[src/rtl/run_control_pkg.sv]
// run_control_pkg: FSM state and halt-cause encodings shared by run_control.
package run_control_pkg;
  typedef enum logic [1:0] {S_IDLE, S_CLEAR, S_RUN, S_DONE} state_t;
  typedef enum logic [1:0] {
    HC_NONE    = 2'd0,
    HC_PC      = 2'd1,
    HC_ZERO    = 2'd2,
    HC_TIMEOUT = 2'd3
  } halt_cause_t;
endpackage

[src/rtl/run_cycle_counter.sv]
// run_cycle_counter: saturating up-counter with synchronous clear and enable.
module run_cycle_counter #(
  parameter int           W   = 8,
  parameter logic [W-1:0] MAX = '1
) (
  input  logic         clk,
  input  logic         reset,
  input  logic         clr,
  input  logic         en,
  output logic [W-1:0] count
);
  always_ff @(posedge clk or negedge reset)
    if (!reset) count <= '0;
    else if (clr) count <= '0;
    else if (en && count != MAX) count <= count + 1'b1;
endmodule

[src/rtl/run_control.sv]
// run_control: IDLE/CLEAR/RUN/DONE run sequencer with PC, zero-run and optional watchdog halts.
// Define RUN_CONTROL_WATCHDOG_EN to enable the MAX_CYCLES timeout.
module run_control
  import run_control_pkg::*;
#(
  parameter int              PC_W       = 8,
  parameter int              INSTR_W    = 9,
  parameter logic [PC_W-1:0] HALT_PC    = '1,
  parameter int              ZERO_RUN   = 1,
  parameter int              CYC_W      = 16,
  parameter int              MAX_CYCLES = 0
) (
  input  logic               clk,
  input  logic               reset,
  input  logic               start,
  input  logic [PC_W-1:0]    pc,
  input  logic [INSTR_W-1:0] mach_code,
  output logic               core_clr,
  output logic               run_en,
  output logic               done,
  output logic [1:0]         halt_cause,
  output logic [CYC_W-1:0]   cycle_count
);
`ifdef RUN_CONTROL_WATCHDOG_EN
  localparam bit WD_EN = 1'b1;
`else
  localparam bit WD_EN = 1'b0;
`endif
  state_t      state;
  halt_cause_t cause;
  logic [3:0]  zero_count;
  logic        in_run, in_clear, is_zero, pc_hit, zero_hit, timeout, halt;
  assign in_run   = state == S_RUN;
  assign in_clear = state == S_CLEAR;
  assign is_zero  = mach_code == '0;
  assign pc_hit   = in_run && pc == HALT_PC;
  // Halt on the instruction that completes the zero run, so it still executes.
  assign zero_hit = in_run && is_zero && ({1'b0, zero_count} + 5'd1 == 5'(ZERO_RUN));
  assign timeout  = WD_EN && MAX_CYCLES != 0 && in_run && cycle_count == CYC_W'(MAX_CYCLES - 1);
  assign halt     = pc_hit || zero_hit || timeout;
  assign cause    = pc_hit ? HC_PC : zero_hit ? HC_ZERO : HC_TIMEOUT;
  run_cycle_counter #(.W(CYC_W)) u_cycle (
    .clk   (clk),
    .reset (reset),
    .clr   (in_clear),
    .en    (in_run),
    .count (cycle_count)
  );
  run_cycle_counter #(.W(4), .MAX(4'(ZERO_RUN))) u_zero (
    .clk   (clk),
    .reset (reset),
    .clr   (in_clear || (in_run && !is_zero)),
    .en    (in_run && is_zero),
    .count (zero_count)
  );
  always_ff @(posedge clk or negedge reset)
    if (!reset) begin
      state      <= S_IDLE;
      core_clr   <= 1'b0;
      run_en     <= 1'b0;
      done       <= 1'b0;
      halt_cause <= HC_NONE;
    end else begin
      case (state)
        S_IDLE: if (start) begin
          state    <= S_CLEAR;
          core_clr <= 1'b1;
        end
        S_CLEAR: begin
          state      <= S_RUN;
          core_clr   <= 1'b0;
          run_en     <= 1'b1;
          halt_cause <= HC_NONE;
        end
        S_RUN: if (halt) begin
          state      <= S_DONE;
          run_en     <= 1'b0;
          done       <= 1'b1;
          halt_cause <= cause;
        end
        S_DONE: if (!start) begin
          state <= S_IDLE;
          done  <= 1'b0;
        end
        default: state <= S_IDLE;
      endcase
    end
endmodule

[config.mk]
export PLATFORM = sky130hd
export DESIGN_NAME = run_control
export DESIGN_NICKNAME = d
export VERILOG_FILES = /design/src/rtl/run_control_pkg.sv /design/src/rtl/run_cycle_counter.sv /design/src/rtl/run_control.sv
export SDC_FILE = /design/constraint.sdc
export NUM_CORES = 1
export LEC_CHECK = 0
export BUFFER_PORTS_ARGS = -buffer_cell sky130_fd_sc_hd__buf_2
export CAP_MARGIN = 25
export CORE_UTILIZATION = 55
export CTS_CLUSTER_SIZE = 28
export DETAILED_ROUTE_END_ITERATION = 8
export MAX_ROUTING_LAYER = met4
export PLACE_DENSITY = 0.83
export RECOVER_POWER = 25
export SLEW_MARGIN = 0
export SYNTH_ARGS = -nofsm -noshare
export SYNTH_HDL_FRONTEND = slang
export SYNTH_SLANG_ARGS = --single-unit
export TNS_END_PERCENT = 30
[constraint.sdc]
create_clock -name clk -period 4.8 [get_ports clk]
set_input_delay 0.24 -clock clk [delete_from_list [all_inputs] [get_ports clk]]
set_output_delay 0.24 -clock clk [all_outputs]
set_load 0.01 [all_outputs]
==> results of run 1 <==
-- power groups by stage --
| stage | clock [mW] | combinational [mW] | sequential [mW] |
|---|---|---|---|
| 6_report | 0.101 | 0.246 | 0.296 |
| 5_1_grt | 0.113 | 0.277 | 0.301 |
| 4_1_cts | 0.105 | 0.248 | 0.296 |
| 3_5_place_dp | 0 | 0.244 | 0.302 |
| 3_3_place_gp | 0 | 0.236 | 0.298 |
| 2_1_floorplan | 0 | 0.165 | 0.307 |
-- sequential cells by signal, indices dropped and copies added (netlist names) --
| name | flops |
|---|---|
| core_clr | 1 |
| done | 1 |
| halt_cause | 2 |
| run_en | 1 |
| state | 2 |
| u_cycle.count | 16 |
| u_zero.count | 4 |
-- logic make-up (layout without fill, tap and decap cells) --
logic type	after synthesis	in the layout
AOI/OAI and AO/OA	29	29
xor gates and xnor gates	12	12
adders and majority gates	8	8
buffers and inverters	12	52
DFF	27	27
muxes	2	2
and+or+nand+nor	71	71
-- layout make-up --
type                    instances  area, µm²
multi-input cells             122      819.5
inverters                       7      26.28
fillers                       201      769.5
repair buffers                 41      209.0
clock inverters                 1      7.507
flip-flops and latches         27      675.6
clock buffers                   3      22.52
well taps                      30      37.54
-- metrics by stage --
stage / utilization / setup WS, ps / total power, mW / cell area [µm²] / hold slack, ps
after floorplan: - / 2790 / 0.4722 / 1541 / -55.59
after global placement: 0.6852 / 2387 / 0.5342 / 1759 / 268.5
after detailed placement: 0.6852 / 2258 / 0.5460 / 1759 / 286.7
after CTS: 0.7008 / 2253 / 0.6483 / 1799 / 200.8
after global routing: 0.7003 / 1835 / 0.6906 / 1798 / 226.1
final: 0.7003 / 2256 / 0.6437 / 1798 / 213.1
-- final timing paths --
check,start,endpoint,cells after the start
worst max-delay path,state[0]$_DFFE_PN0P_,u_cycle.count[14]$_DFFE_PN0P_,7
worst min-delay path,start,state[0]$_DFFE_PN0P_,3
worst max register to register,state[0]$_DFFE_PN0P_,u_cycle.count[14]$_DFFE_PN0P_,7
worst min register to register,halt_cause[1]$_DFFE_PN0P_,halt_cause[1]$_DFFE_PN0P_,1
max in group asynchronous,reset,state[1]$_DFFE_PN0P_,2
min in group asynchronous,reset,halt_cause[0]$_DFFE_PN0P_,2
-- cell usage in the layout, fill, tap and decap left out, drive strengths merged, types with 2 or more instances in the layout --
master   n
nand3   11
buf     39
nand4    7
o21ai    8
clkbuf   4
ha       8
o211a    2
inv      7
dfrtp   27
or4      2
xor2    11
nand3b   2
nor2    22
a31oi    4
a21oi    5
nand2b   3
nand2    9
and3     5
and4     2
nor3     3
-- routing by layer --
metal  global-route usage  up-vias  share of wire
li1                     -      660              -
met2               0.4317       43           0.50
met4              0.09583        0          0.012
met5                    -        -              0
met3              0.03279        5          0.042
met1               0.2926      663           0.44
-- worst reg2reg max path, delay by kind of cell (launching register included) --
family	cells	cell delay, ps
flip-flops	1	440
buffers and inverters	1	100
adder cells (fa/ha/maj)	1	510
XOR/XNOR	1	160
AND/OR/NAND/NOR	3	410
AO/OA/AOI/OAI	1	820
-- what timing repair did --
action                     CTS  global route
hold endpoints to repair    27             0
hold buffers                 1             0
setup endpoints to repair    0             0
==> results.txt, run 1 <==
* Clock-pin slew reported for the worst setup and hold paths after clock tree synthesis: 150 ps
- After the first detailed-routing iteration, the DRC count stood at 28.
- Clock tree from TritonCTS: done
- Net count reported at finish: 230
* Worst setup skew after layout: 12.68 ps
- The floorplan step set the die height to 54.94 µm.
* Area overhead of the layout relative to synthesis: 16.64%
- HPWL reported at the end of detailed placement: 2455 µm
- Sequential share of the synthesized area: 0.4383
- The number of antenna diodes in the final layout is 0.
* Total overflow reported by the global router: 0
- Starting Density: 0.6004
- Clk Tree Root Cell: sky130_fd_sc_hd__clkbuf_4
- Power spent charging and discharging nets: 0.2485 mW
- The total area inside the core boundary comes to 2567 µm².
- Maximum clock insertion buffer count: 2
- Timing would allow up to 393.1 MHz.
- Sink Count: 27
- Max-cap violations in this run came to 0.
- Post-layout instance count excluding filler cells: 231
- In the routed design, unresolved DRC markers number 0.
- Layout cell share with drive strength beyond 1: 0.2488
* Power Dens Cells: 358.0 nW/µm²
- The number of antenna violations at the first check in global routing is 0.
* Leak pwr: 0.8937 nW
- Pin placement for this block handled 41 I/O pins.
- Slew Limit Headroom: 0.05885
- The final number of hold-violating endpoints was 0.
- Detail-routed net length per standard cell: 14.23 µm
- Full die area: 3018 µm²
* Worst path max stage delay: 820 ps
* Yosys warning count: 0
* CTS buffer count: 3
* Critical path arrival: 2760 ps
* Unique cell type count in the Yosys netlist: 42
- The first global-routing pass estimated 5175 µm of wire.
- Most numerous cell in the Yosys netlist: sky130_fd_sc_hd__dfrtp_1
- In this run the worst path has a maximum fanout of 18.
- Across the VDD grid, the largest voltage drop is 342.3 µV.
- Routability-driven placement congestion ratio: 0.8077
- Of the total synthesized cell area, the portion taken by full adders, half adders and majority gates is 0.06494.
* Wire length after detailed routing: 3286 µm
* Standard-cell row count: 18
* Startpoint kind of the worst setup timing path: register
- After synthesis, the share of flip-flops with an asynchronous set or reset is 1.000.
- Outcome: finished, final reports clean
* IO buf count: 40
- Clock power frac: 0.157
- The critical path goes through inv_1, ha_1, nand3_1, a2111oi_0, nand3_1, xor2_1, nor2_1.
* Worst hold-check path type: input pin to register
* Post-synthesis mux area share: 0.01380
* Switching share of power: 0.3861
* Standard cell with the maximum stage delay on the critical path: sky130_fd_sc_hd__a2111oi_0
- R2R setup slack: 2260 ps
- Number of enable-type register cells in the synthesized netlist: 0
* Largest family of logic cells by synthesized area: simple AND/OR/NAND/NOR gates
- Number of synthesized register bits: 27
- Die W: 54.94 µm
* Most used cell, CP: sky130_fd_sc_hd__nand3_1
- Compound-cell area share of the yosys netlist: 0.1356
* Later-pin clock latency in the skew report: 330 ps
- Of the total synthesized cell area, the portion taken by XOR and XNOR cells is 0.06818.
- Data required time at the worst endpoint: 5010 ps
- In the finished design, the share of the clock period the worst path needs comes to 0.5300.
- Instance count of the mapped netlist: 161
- Area share of the largest cell type after synthesis: 0.4383
- The internal portion of the total power is 0.3952 mW.
- The count of nets left with antenna violations once routing finished came out at 0.
- Buffers inserted during post-CTS setup optimization: 0
* Crit Path Class: register to register
* Quantity of gates resized following cts: 0
- The clock period could shrink to 2544 ps.
- STA classifies the critical path endpoint as a register.
- Count of TritonRoute iterations in the first routing pass: 4
* Power share of the combinational group: 0.382
* Mapped Area: 1541 µm²
* Number of failing setup endpoints in the final timing report: 0
- By count the netlist is led by sky130_fd_sc_hd__dfrtp_1, sky130_fd_sc_hd__nor2_1, sky130_fd_sc_hd__nand3_1, sky130_fd_sc_hd__xor2_1, sky130_fd_sc_hd__nand2_1.
- Entering global routing, the biggest net connects 28 pins.
- The most used flip-flop cell after synthesis is sky130_fd_sc_hd__dfrtp_1.
- Largest delay share family, worst path: compound AO/OA/AOI/OAI gates
* Cell taking the most area after synthesis: sky130_fd_sc_hd__dfrtp_1
* Transition time of the tightest slew-check pin: 1412 ps
- Global Route Usage Sum: 0.2493
* Dominant cells by area after synthesis: sky130_fd_sc_hd__dfrtp_1, sky130_fd_sc_hd__ha_1, sky130_fd_sc_hd__xor2_1
- The number of nets handed over by synthesis was 189.
- Post-Synth Simple-Gate Area: 0.2492
* Synth Area per Inst: 9.574 µm²
- The via count of the first global-routing pass came to 1224.
- CTS built an H-tree with a depth of 1.
- Number of vias after detailed routing: 1371
* Max-slew violations: 0
- The number of buffers and inverters on the critical path is 1.
- Setup repair after global routing left no endpoint under its margin.
- Summed over all failing endpoints, the final setup total negative slack is 0 ps.
* Number of cells after detailed placement: 226
* Portion of total power attributed to sequential cells: 0.460
* Via-to-Cell Ratio: 5.935
No activity file was read; power rests on OpenSTA's default activity.
==> run 2, diff against run 1 <==
Settings changed: ABC_AREA set to 1, CORE_UTILIZATION 55 to 48, PLACE_DENSITY 0.83 to 0.75.
Clock period 4.8 ns to 2.3 ns, I/O delays scaled along.
==> run 2 against run 1 <==
Against the previous run:
- design area up 13%
- sequential share of layout area shrank 4.4 points
- worst setup slack worse by 1900 ps
- synthesized cell count is 52% higher
- first-iteration DRC count rose to 4.0 times the previous value
- flip-flop and latch count unchanged
- sequential power up 97%
- clock skew fell by 4.9 ps
- critical path depth increased by 2
- global-route usage is 1.2 points lower
- worst hold slack got worse by 100 ps
- maximum frequency is 32% higher
- critical path type unchanged
- largest power group is now combinational cells
==> results.txt, run 2 <==
* Outcome: finished, final reports clean
* Diodes inserted: 0 (unchanged)
- CTS placed an instance of sky130_fd_sc_hd__clkbuf_4 at the clock tree root.
- The most common cell in the synthesized netlist is sky130_fd_sc_hd__nand2_1.
* Most common flop cell mapped by yosys: sky130_fd_sc_hd__dfrtp_1
- The area of the core region is 3416 µm² (+33%).
* CP cell instances: ha_1, inv_1, nor3_4, nand2_2, nor2_2, nor2_2, nor2_4, nand2_1, nand2_1
- Xor/xnor cell area share of the yosys netlist: 0.02513 (-0.04306)
- Post-synthesis mux area share: 0.005743 (-0.008056)
- The endpoint arrival time on the critical path came to 2210 ps (-550 ps).
- Crit Path Class: register to register
- The largest total area in the synthesized netlist belongs to sky130_fd_sc_hd__dfrtp_1.
- Kind of end point of the critical path: register
* Synth Area per Inst: 7.114 µm² (-26%)
- Clock-pin slew reported for the worst setup and hold paths after clock tree synthesis: 160 ps (about the same)
- HPWL reported at the end of detailed placement: 3019 µm (+23%)
- The flip-flop count of the largest register, all copies and words added is 16 (unchanged).
- Power spent charging and discharging nets: 0.6265 mW (+150%)
- The final number of hold-violating endpoints is 0 (unchanged).
* Worst reg2reg path startpoint: u_cycle.count[0]$_DFFE_PN0P_
* Critical Path Source: u_cycle.count[0]$_DFFE_PN0P_
* Area share of the largest cell type after synthesis: 0.3877 (-0.05066)
- CTS buffer count: 3 (unchanged)
- Count of filler cells inserted in the layout: 318 (+58%)
* Final period util: 0.8366 (+0.3066)
* Number of cell instances on the worst register-to-register path: 9 (+2)
- The number of cells produced by synthesis is 245 (+52%).
* Leak pwr: 1.089 nW (+22%)
* Data required time at the worst endpoint: 2580 ps (-2430 ps)
* Yosys warning count: 0 (unchanged)
- The net total in the final layout came to 319 (+39%).
- Commonest cells after routing, fill and taps aside: sky130_fd_sc_hd__nand2_1, sky130_fd_sc_hd__buf_2, sky130_fd_sc_hd__dfrtp_1
- Largest driver fanout on the critical path: 14 (-4)
- The post-detailed-route count of antenna-violating nets came to 0 (unchanged).
* Compound-cell area share of the yosys netlist: 0.04594 (-0.08961)
- Register bank with the most flops: u_cycle.count
* Via count of the first global-routing pass: 1609 (+31%)
* Overall Power: 1.422 mW (+120%)
- Largest family of logic cells by synthesized area: simple AND/OR/NAND/NOR gates
* Global Route Usage Sum: 0.2373 (-0.01194)
* Standard cell with the maximum stage delay on the critical path: sky130_fd_sc_hd__dfrtp_1
- Detail-routed net length per standard cell: 11.91 µm (-16%)
- In this run the critical register-to-register path is captured at u_cycle.count[14]$_DFFE_PN0P_.
- After synthesis, the most frequently instantiated cells are sky130_fd_sc_hd__nand2_1, sky130_fd_sc_hd__dfrtp_1, sky130_fd_sc_hd__inv_1.
- The number of setup buffers added after CTS was 0 (unchanged).
- The number of cells on the critical path was 9 (+2).
* Mapped Nets: 273 (+44%)
* Starting Density: 0.5103 (-0.09013)
- The count of port buffers added during placement came to 40 (unchanged).
- Shortest period the worst path allows: 1924 ps (-619.8 ps)
- Max-slew violations: 0 (unchanged)
* Most common cell after layout, fill and taps aside: sky130_fd_sc_hd__nand2_1
- Standard-cell row count: 21 (+3)
- The via count is 1727 (+26%).
- The insertion delay of the later-clocked pin in the worst-skew pair came to 340 ps (about the same).
* Switching share of power: 0.4406 (+0.05450)
- Critical Path Sink: u_cycle.count[14]$_DFFE_PN0P_
- The max-cap check violation count was 0 (unchanged).
- The total power divided by cell area came to 697.2 nW/µm² (+95%).
- Portion of total power attributed to sequential cells: 0.411 (-0.049)
* Total Negative Setup Slacks: 0 ps (unchanged)
- The die height was 62.26 µm (+13%).
* Remaining design rule violation count: 0 (unchanged)
* Synthesized-area fraction occupied by adder cells: 0.05743 (-0.007505)
* Clock tree from TritonCTS: done
* Number of enable-type register cells in the synthesized netlist: 0 (unchanged)
* Transition time of the tightest slew-check pin: 1483 ps (+71.73 ps)
- RSZ-0062 raised after global routing: no
- The total die area came to 3876 µm² (+28%).
* Worst hold-check path type: input pin to register
* Largest delay share family, worst path: simple AND/OR/NAND/NOR gates
- Hold path depth: 5 (+2)
* Largest registers: u_cycle.count x16, u_zero.count x4
* Sink Count: 27 (unchanged)
- Pin count of the biggest net entering global routing: 28 (unchanged)
- Internal Dissipation: 0.7955 mW (+100%)
- The count of cell types in the netlist came to 26 (-38%).
- The number of detailed-routing iterations run before antenna repair is 4 (unchanged).
- Total overflow reported by the global router: 0 (unchanged)
* Sequential share of the synthesized area: 0.3877 (-0.05066)
* Quantity of gates resized following cts: 0 (unchanged)
- The cell area after technology mapping is 1743 µm² (+13%).
- Hold wc startpoint: start
- Wire length after detailed routing: 4003 µm (+22%)
* Startpoint kind of the worst setup timing path: register
- Routability-driven placement congestion ratio: 0.9259 (+15%)
* Fmax: 519.7 MHz (+32%)
- Initial antenna violation count: 0 (unchanged)
* Die W: 62.26 µm (+13%)
- Slew Limit Headroom: 0.01103 (-0.04782)
- Clock power frac: 0.153 (-0.004)
- The area taken by flip-flops and latches came to 675.6 µm² (unchanged).
* Layout cell share with drive strength beyond 1: 0.1828 (-0.06600)
- Area overhead of the layout relative to synthesis: 17.01%
- Number of H-tree levels: 1 (unchanged)
* R2R setup slack: 380 ps (-1880 ps)
- Via-to-Cell Ratio: 5.140 (-13%)
* Number of failing setup endpoints in the final timing report: 0 (unchanged)
* Worst supply voltage drop on vdd: 610.6 µV (+78%)
* Number of design-rule violations left by the first detailed-router iteration: 112 (+300%)
- The number of storage elements in the synthesis netlist is 27 (unchanged).
* Post-Synth Simple-Gate Area: 0.4085 (+0.1593)
* Maximum clock insertion buffer count: 2 (unchanged)
* Multi-input gate area in the final layout: 945.9 µm² (+15%)
* Wire length of the first global-routing pass: 7251 µm (+40%)
* Worst path max stage delay: 460 ps (-360 ps)
- Ranked by total cell area, the synthesized netlist is headed by sky130_fd_sc_hd__dfrtp_1, sky130_fd_sc_hd__nand2_1, sky130_fd_sc_hd__nand4_1.
- Buffers plus inverters on the worst setup path: 1 (unchanged)
* Worst setup skew after layout: 7.787 ps (-4.893 ps)
* I/O pin count: 41 (unchanged)
* Share of synthesized registers carrying an async set or reset: 1.000 (unchanged)
* Power share of the combinational group: 0.436 (+0.054)
-- run 2: cell types whose count changed in the layout (fill, tap and decap cells not counted), sizes merged, moves of 3 or more --
cell / before / now
o21ai: 8 / 5
nand3: 11 / 21
nand2b: 3 / 0
xor2: 11 / 3
nor3: 3 / 9
nand2: 9 / 84
buf: 39 / 42
nand4: 7 / 19
nor2: 22 / 27
inv: 7 / 26
a31oi: 4 / 0
and3: 5 / 0
-- run 2: metal layers --
metal  global-route usage  routed length [µm]  share of wire
met4              0.08721                  61          0.015
met2               0.3530                1724           0.43
met1               0.3286                1968           0.49
met3              0.03493                 249          0.062
met5                    -                   0              0
-- run 2: cells by family (layout without fill, tap and decap cells) --
group / Yosys count / after routing
AND/OR/NAND/NOR: 160 / 160
flip-flops: 27 / 27
multiplexers: 1 / 1
XOR/XNOR: 5 / 5
buffers and inverters: 30 / 75
adder cells (fa/ha/maj): 8 / 8
AO/OA/AOI/OAI: 14 / 14
-- run 2: through the flow --
stage / cells / area, µm² / util / setup WS, ps / hold WS, ps
after detailed placement: 331 / 2003 / 0.5864 / 405.7 / 167.3
after global routing: 336 / 2039 / 0.5971 / 140.8 / 139.3
final: 336 / 2039 / 0.5971 / 375.8 / 113.5
after CTS: 336 / 2041 / 0.5974 / 369.6 / 111.3
after floorplan: 245 / 1743 / - / 646.1 / -180.6
after global placement: 331 / 2003 / 0.5864 / 505.6 / 166.5
-- run 2: worst min-delay path by stage --
| stage | endpoint | slack [ps] |
|---|---|---|
| finish | core_clr$_DFFE_PN0P_ | 110 |
| global route | core_clr$_DFFE_PN0P_ | 140 |
| CTS | core_clr$_DFFE_PN0P_ | 110 |
| detailed placement | done$_DFFE_PN0P_ | 170 |
| global placement | done$_DFFE_PN0P_ | 170 |
| floorplan | core_clr$_DFFE_PN0P_ | -180 |
-- run 2: worst min-delay path: stages --
cell and delay (ps):
sky130_fd_sc_hd__buf_2 110, sky130_fd_sc_hd__nand2_1 50, sky130_fd_sc_hd__inv_1 40, sky130_fd_sc_hd__o22ai_1 60, sky130_fd_sc_hd__inv_1 50
-- run 2: what timing repair did --
item,CTS,global route
endpoints found under the setup margin,0,0
hold buffers,1,0
hold endpoints to repair,27,0
-- run 2: power by group through the flow --
stage	combinational, mW	clock (mW)	sequential [mW]
finish	0.620	0.218	0.584
global placement	0.608	0	0.590
detailed placement	0.616	0	0.593
floorplan	0.436	0	0.600
global route	0.700	0.241	0.596
CTS	0.620	0.222	0.584
-- run 2: final cells by class --
cell class / count / share of cell area
clock buffer: 3 / 0.01104
clock inverter: 1 / 0.002454
inverter: 27 / 0.04969
multi-input combinational: 188 / 0.4638
sequential: 27 / 0.3313
tap: 46 / 0.02822
timing repair buffer: 44 / 0.1135
